--- config.mk ---
export PLATFORM = sky130hd
export DESIGN_NAME = framebuffer_streamer
export DESIGN_NICKNAME = d
export VERILOG_FILES = /design/src/rtl/framebuffer_streamer.sv
export SDC_FILE = /design/constraint.sdc
export NUM_CORES = 1
export LEC_CHECK = 0
export CAP_MARGIN = 20
export CORE_ASPECT_RATIO = 0.5
export CORE_MARGIN = 5
export CORE_UTILIZATION = 45
export DETAILED_ROUTE_END_ITERATION = 8
export HOLD_SLACK_MARGIN = 0.06
export PLACE_DENSITY_LB_ADDON = 0.3
export RECOVER_POWER = 25
export REMOVE_ABC_BUFFERS = 1
export SLEW_MARGIN = 10
export SYNTH_ARGS = -nofsm -noshare
export SYNTH_HDL_FRONTEND = slang
export SYNTH_SLANG_ARGS = --single-unit
--- constraint.sdc ---
create_clock -name clk -period 2.9 [get_ports clk]
set_input_delay 0.58 -clock clk [delete_from_list [all_inputs] [get_ports clk]]
set_output_delay 0.58 -clock clk [all_outputs]
set_load 0.05 [all_outputs]
--- src/rtl/framebuffer_streamer.sv ---
// framebuffer_streamer: reads one frame from fixed-latency RAM and emits it as a 16-bit AXI Stream.
// Optional: define FRAMEBUFFER_STREAMER_ROTATE180_EN to fetch the frame in descending address order.
module framebuffer_streamer #(
    parameter int PIXEL       = 16384,
    parameter int MEM_LATENCY = 1,
    parameter int FIFO_DEPTH  = MEM_LATENCY + 2
) (
    input  logic                     clk,
    input  logic                     reset,
    input  logic                     start,
    output logic                     busy,
    output logic                     done,
    output logic                     mem_rd,
    output logic [$clog2(PIXEL)-1:0] mem_addr,
    input  logic [15:0]              mem_data,
    output logic                     m_axis_tvalid,
    input  logic                     m_axis_tready,
    output logic                     m_axis_tlast,
    output logic [15:0]              m_axis_tdata,
    output logic                     startTransfer
);
    localparam int AW = $clog2(PIXEL);
    localparam int CW = AW + 1;
    localparam int QW = $clog2(FIFO_DEPTH + 1);
    localparam int PW = $clog2(FIFO_DEPTH);
    localparam logic [CW-1:0] PIX_C   = CW'(PIXEL);
    localparam logic [CW-1:0] LAST_C  = CW'(PIXEL - 1);
    localparam logic [QW:0]   DEPTH_C = (QW + 1)'(FIFO_DEPTH);
    localparam logic [PW-1:0] PTR_MAX = PW'(FIFO_DEPTH - 1);

    typedef enum logic [1:0] {IDLE, STREAM, FINISH} state_t;

    state_t                 state_q;
    logic [CW-1:0]          issue_cnt_q;
    logic [CW-1:0]          beat_cnt_q;
    logic [QW-1:0]          inflight_q, inflight_d;
    logic [QW-1:0]          fifo_cnt_q, fifo_cnt_d;
    logic [PW-1:0]          wr_ptr_q, rd_ptr_q;
    logic [15:0]            fifo_q [FIFO_DEPTH];
    logic [MEM_LATENCY-1:0] vld_sr_q;
    logic                   busy_q, done_q, start_xfer_q;
    logic [AW-1:0]          addr_d;
    logic                   push, pop, issue;

    // Credit covers reads still in the RAM pipeline plus words held in the FIFO.
    assign issue = (state_q == STREAM) && (issue_cnt_q < PIX_C)
                && (({1'b0, inflight_q} + {1'b0, fifo_cnt_q}) < DEPTH_C);
    assign push  = vld_sr_q[MEM_LATENCY-1];
    assign pop   = m_axis_tvalid && m_axis_tready;

`ifdef FRAMEBUFFER_STREAMER_ROTATE180_EN
    assign addr_d = AW'(LAST_C - issue_cnt_q);
`else
    assign addr_d = issue_cnt_q[AW-1:0];
`endif

    assign mem_rd        = issue;
    assign mem_addr      = issue ? addr_d : '0;
    assign m_axis_tvalid = (fifo_cnt_q != '0);
    assign m_axis_tdata  = fifo_q[rd_ptr_q];
    assign m_axis_tlast  = (beat_cnt_q == LAST_C) && m_axis_tvalid;
    assign busy          = busy_q;
    assign done          = done_q;
    assign startTransfer = start_xfer_q;

    always_comb begin
        inflight_d = inflight_q;
        fifo_cnt_d = fifo_cnt_q;
        if (issue && !push) begin
            inflight_d = inflight_q + 1'b1;
        end else if (!issue && push) begin
            inflight_d = inflight_q - 1'b1;
        end
        if (push && !pop) begin
            fifo_cnt_d = fifo_cnt_q + 1'b1;
        end else if (!push && pop) begin
            fifo_cnt_d = fifo_cnt_q - 1'b1;
        end
    end

    generate
        if (MEM_LATENCY == 1) begin : g_sr1
            always_ff @(posedge clk or posedge reset) begin
                if (reset) vld_sr_q <= '0;
                else       vld_sr_q <= issue;
            end
        end else begin : g_srn
            always_ff @(posedge clk or posedge reset) begin
                if (reset) vld_sr_q <= '0;
                else       vld_sr_q <= {vld_sr_q[MEM_LATENCY-2:0], issue};
            end
        end
    endgenerate

    always_ff @(posedge clk or posedge reset) begin
        if (reset) begin
            for (int i = 0; i < FIFO_DEPTH; i++) fifo_q[i] <= '0;
            wr_ptr_q   <= '0;
            rd_ptr_q   <= '0;
            fifo_cnt_q <= '0;
        end else begin
            if (push) begin
                fifo_q[wr_ptr_q] <= mem_data;
                wr_ptr_q <= (wr_ptr_q == PTR_MAX) ? '0 : wr_ptr_q + 1'b1;
            end
            if (pop) begin
                rd_ptr_q <= (rd_ptr_q == PTR_MAX) ? '0 : rd_ptr_q + 1'b1;
            end
            fifo_cnt_q <= fifo_cnt_d;
        end
    end

    always_ff @(posedge clk or posedge reset) begin
        if (reset) begin
            state_q      <= IDLE;
            issue_cnt_q  <= '0;
            beat_cnt_q   <= '0;
            inflight_q   <= '0;
            busy_q       <= 1'b0;
            done_q       <= 1'b0;
            start_xfer_q <= 1'b0;
        end else begin
            done_q     <= 1'b0;
            inflight_q <= inflight_d;
            if (issue) issue_cnt_q <= issue_cnt_q + 1'b1;
            if (pop)   beat_cnt_q  <= beat_cnt_q + 1'b1;
            unique case (state_q)
                IDLE: begin
                    if (start) begin
                        state_q      <= STREAM;
                        issue_cnt_q  <= '0;
                        beat_cnt_q   <= '0;
                        busy_q       <= 1'b1;
                        start_xfer_q <= 1'b1;
                    end
                end
                STREAM: begin
                    if (pop) start_xfer_q <= 1'b0;
                    if (pop && (beat_cnt_q == LAST_C)) begin
                        state_q <= FINISH;
                        done_q  <= 1'b1;
                        busy_q  <= 1'b0;
                    end
                end
                FINISH: state_q <= IDLE;
                default: state_q <= IDLE;
            endcase
        end
    end
endmodule

# == Word-level counts from Yosys, hierarchy flattened ==
# Cells that the tools add are included.
# op_classes
add_sub_neg,9
order_cmp,5
eq_ne,7
muxes,29
bitwise,2
reduce_logical,21
# op_table
operator,n
$mux 15,6
$bwmux 48,1
$mux 16,3
$bmux 16 s2,1
$demux 16 s2,1
$add 15x1->15 const B,2
$mux 2,8
$eq 15x14->1 const B,1
$lt 15x15->1 const B,1
$mux 14,1
$logic_and 1x1->1,10
$add 2x1->2 const B,4
$reduce_bool 2->1,4
$ge 3x3->1 const B,2
$not 2->3,2
$reduce_and 3->1,2
$mux 1,5
$eq 2x2->1 const B,2
$ne 2x2->1 const B,2
$pmux 1 s2,2
$pmux 2 s2,1
$sub 2x1->2 const B,2
$add 2x2->3,1
$logic_not 1->1,3
6 further kinds,6
# totals
register_bits,92
input_bits,20

# == Depth between registers and ports, before layout ==
# logic_depth
word_depth,7
depth_mapped,8
depth_no_buf,8

# == Least setup slack after synthesis ==
# OpenSTA, ideal clock, no wires.
# synth_path
path_type,reg-to-output
from,reg fifo_cnt_q[0]
to,out m_axis_tlast
arrival_ps,2723
required_ps,2320
setup_slack_ps,-403
path_stages_with_launch,4
path_buffers,1
path_cell_list,dfrtp_1 -> or2_2 -> clkbuf_1 -> nor4b_1
# synth_via
elab_chain_cells,2
# synth_lines
element,line_no,text
"start, declared",37,"logic [QW-1:0] fifo_cnt_q, fifo_cnt_d;"
"start signal, assigned",109,fifo_cnt_q <= fifo_cnt_d;
$reduce_bool 2->1,59,assign m_axis_tvalid = (fifo_cnt_q != '0);
via m_axis_tvalid,16,"output logic m_axis_tvalid,"
$logic_and 1x1->1,61,assign m_axis_tlast = (beat_cnt_q == LAST_C) && m_axis_tvalid;
"end, declared",18,"output logic m_axis_tlast,"
# The timed path passes the listed nets, and every way through them passes these cells.

# == Worst setup path in the final report ==
# layout_path
from,reg inflight_q[0]
to,out mem_addr[7]
# layout_via
elab_chain_cells,4
# layout_lines
element,line_no,text
"start, declared",36,"logic [QW-1:0] inflight_q, inflight_d;"
"start signal, assigned",124,inflight_q <= inflight_d;
$add 2x2->3,47,"&& (({1'b0, inflight_q} + {1'b0, fifo_cnt_q}) < DEPTH_C);"
$lt 3x2->1,47,
$logic_and 1x1->1,47,
$mux 14,58,assign mem_addr = issue ? addr_d : '0;
"end, declared",14,"output logic [$clog2(PIXEL)-1:0] mem_addr,"
# No other way between the ends.

==> out/qor.yml <==
setup_path:
  r2r_end: "issue_cnt_q[12]"
  setup.worst_path.class: "reg -> out"
  cpMaxStageDelayCell: "nor4b_4"
  cp.arrival_ns: 2.29
  reg2regPathDepth: 7
  max_stage_delay_ns: 0.43
  crit_required_ns: 2.32
  crit_family: "simple AND/OR/NAND/NOR gates"
  crit_chain: "ha_2, fa_2, nor4b_4, buf_4, and3_4, buf_12"
  worstPathMaxFanout: 5
  critPathBufInv: 2
  start_kind: "flip-flop"
  timing.rr.start: "inflight_q[0]"
  end_kind: "output port"
  rrSetupSlack_ns: 0.40
pwr:
  pwr-share-seq_pct: 26.5
  p_leak_uw: 0.002534
  p_sw_uw: 3186
  pwr-share-clk_pct: 17.1
  p_comb_share_pct: 56.4
  p_sw_share_pct: 39.58
  vdd_drop_max_mv: 0.4624
  internal_power_uw: 4863
  power.density_nw_per_um2: 1369
yosys:
  ys_seq_elements: 92
  synth.area.top_cells: "dfrtp_1, mux2_2, mux2i_1, nand2_1, o21ai_0"
  yosysTopAreaCellShare_pct: 52.89
  synth.distinct_cells: 39
  syn_avg_cell_area_um2: 11.37
  yosysTopAreaCell: "dfrtp_1"
  syn_area_um2: 4353
  synth_seq_area_share_pct: 52.89
  yosys_warnings: 0
  syn-instance-count: 383
route:
  drt_iter0_drc: 155
  wl_per_cell_um: 15.06
  firstDrtPassIters: 4
  routed_wl_um: 8901
  dr_total_vias: 3063
  drc: 0
  viasPerCell: 5.183
  antenna_left: 0
sta:
  finalHoldViolCount: 0
  skew_ns: 0.009065
  max_freq_mhz: 348.7
  relSlewSlack_pct: -14.15
  period_share_pct: 98.89
  tightest_slew_ns: 1.703
  drv_slew: 41
  layout_min_cycle_time_ns: 2.868
  rsz0062_at_grt: "true"
  hold_ws_ns: 0.5049
  finalSetupViolCount: 0
floorplan:
  ioPinCount: 56
  row_count: 25
  fp.dieH_um: 79.55
  coreArea_um2: 9447
  initial_core_util_pct: 46.08
  die_w_um: 149.1
  dieArea_um2: 11860
place:
  place_area_um2: 5419
  gp_congestion: 0.7382
  io_buffers: 55
  dp.final_hpwl_um: 6026
  placed_cells: 568
global_routing:
  antenna_found_initial: 0
  globalRouteOverflowTotal: 0
  grt_max_degree: 41
  grt_pass1_wl_um: 14750
  grt.total_usage_pct: 15.66
  first_global_vias: 2931
clock_network:
  clk_pin_slew_worst_paths_ns: 0.06
  clockRootBuffer: "clkbuf_16"
  cts.htree.levels: 3
  hold_buffers: 0
  cts_sinks: 92
  clockBufferDepth: 2
  cts_buffers: 9
  clk_latency_ns: 0.33
  cts_tree: "done"
worst_hold_path:
  hold_end: "fifo_q[4]"
  hold_class: "reg -> reg"
  min_from: "fifo_q[4]"
  hold_path_depth: 1
cells_and_area:
  final_cell_area_um2: 5878
  finish.net_count: 478
  stdcell_count: 591
  layout_common_cells: "dfrtp_1, mux2_2, nand2_1"
  drive_gt1_share_pct: 29.39
  num-fill-cells: 762
  final_common_cell: "dfrtp_1"
  area.growth.synth_to_final_pct: 35.04
  final_core_util_pct: 62.23
  antenna_cells: 0
status:
  status: "complete, but fails checks"
  violations: "capacitance limit, slew limit"
flow_run:
  max-cap-violations: 1
[worst max-delay path by stage]
stage,startpoint,endpoint,slack [ns],depth (start not counted)
floorplan,fifo_cnt_q[0],mem_addr[0],-0.73,5
finish,inflight_q[0],mem_addr[7],0.03,6
detailed placement,inflight_q[0],mem_addr[0],0.29,6
CTS,inflight_q[0],mem_addr[0],0.02,6
global placement,inflight_q[0],mem_addr[0],0.33,6
global route,inflight_q[0],mem_addr[7],-0.03,6
[power groups by stage]
stage / combinational (µW) / clock [µW] / sequential, µW
4_1_cts: 4410 / 1400 / 2130
2_1_floorplan: 2450 / 0 / 2120
3_3_place_gp: 4290 / 0 / 2120
3_5_place_dp: 4340 / 0 / 2150
6_report: 4540 / 1370 / 2130
5_1_grt: 4830 / 1470 / 2200
[cells by family (layout without fill, tap and decap cells)]
logic type	Yosys count	in the layout	synth area share, %
XOR/XNOR	21	21	4.225
AND/OR/NAND/NOR	123	123	15.46
flip-flops	92	92	52.89
buffers and inverters	28	101	2.530
adder cells (fa/ha/maj)	7	7	2.185
multiplexers	66	66	16.56
AO/OA/AOI/OAI	46	46	6.151
[layer usage]
layer	part of all wire [%]	track usage (%)
met2	48	25.55
met3	3.2	3.347
met1	47	21.09
met5	0	0
met4	1.4	4.932
[synth_stat cells (all sizes together)]
cell type / number
a21oi: 8
or4: 5
mux2: 48
o21ai: 24
o21a: 5
ha: 6
o211ai: 2
dfrtp: 92
or3: 6
nor2: 21
and2: 4
and3: 15
mux2i: 18
a21o: 2
xor2: 11
nor3: 6
nor2b: 1
nor4: 7
fa: 1
a31o: 1
and4: 3
buf: 4
nand2b: 2
xnor2: 10
nand2: 33
nor4b: 2
o2111ai: 1
o31ai: 3
nand3: 5
inv: 10
nand4: 10
clkbuf: 14
or2: 3
[area by class of cell]
| class | count | area (µm²) | share of cell area (%) |
|---|---|---|---|
| tap | 135 | 168.9 | 2.874 |
| multi-input combinational | 263 | 1994 | 33.93 |
| sequential | 92 | 2302 | 39.17 |
| timing repair buffer | 75 | 1016 | 17.28 |
| clock inverter | 6 | 118.9 | 2.022 |
| inverter | 10 | 38.79 | 0.6599 |
| clock buffer | 10 | 239.0 | 4.066 |
[sequential cells by signal, indices dropped and copies added, names as in the netlist]
signal         flops
beat_cnt_q        15
busy               1
done               1
fifo_cnt_q         2
fifo_q            48
inflight_q         2
issue_cnt_q       15
push               1
rd_ptr_q           2
startTransfer      1
state_q            2
wr_ptr_q           2
[repair_timing]
action	4_1_cts	5_1_grt
setup buffers	0	5
hold endpoints to repair	0	0
pin swaps	1	2
resized for setup	6	13
setup endpoints to repair	14	14
cloned	1	1
[worst reg2reg max path: stages (launching register included)]
cell	delay, ns
dfrtp_1	0.41
ha_2	0.20
fa_2	0.35
nor4b_4	0.43
buf_6	0.18
nand4_1	0.16
or4_1	0.54
a21oi_1	0.15
[through the flow]
| step | setup slack (ns) | total power (µW) | setup TNS [ns] |
|---|---|---|---|
| final | 0.03213 | 8049 | 0 |
| after floorplan | -0.7334 | 4567 | -9.959 |
| after global placement | 0.3324 | 6409 | 0 |
| after global routing | -0.03495 | 8501 | -0.2280 |
| after detailed placement | 0.2930 | 6493 | 0 |
| after CTS | 0.01566 | 7942 | 0 |
(Power assumes the default switching activity.)
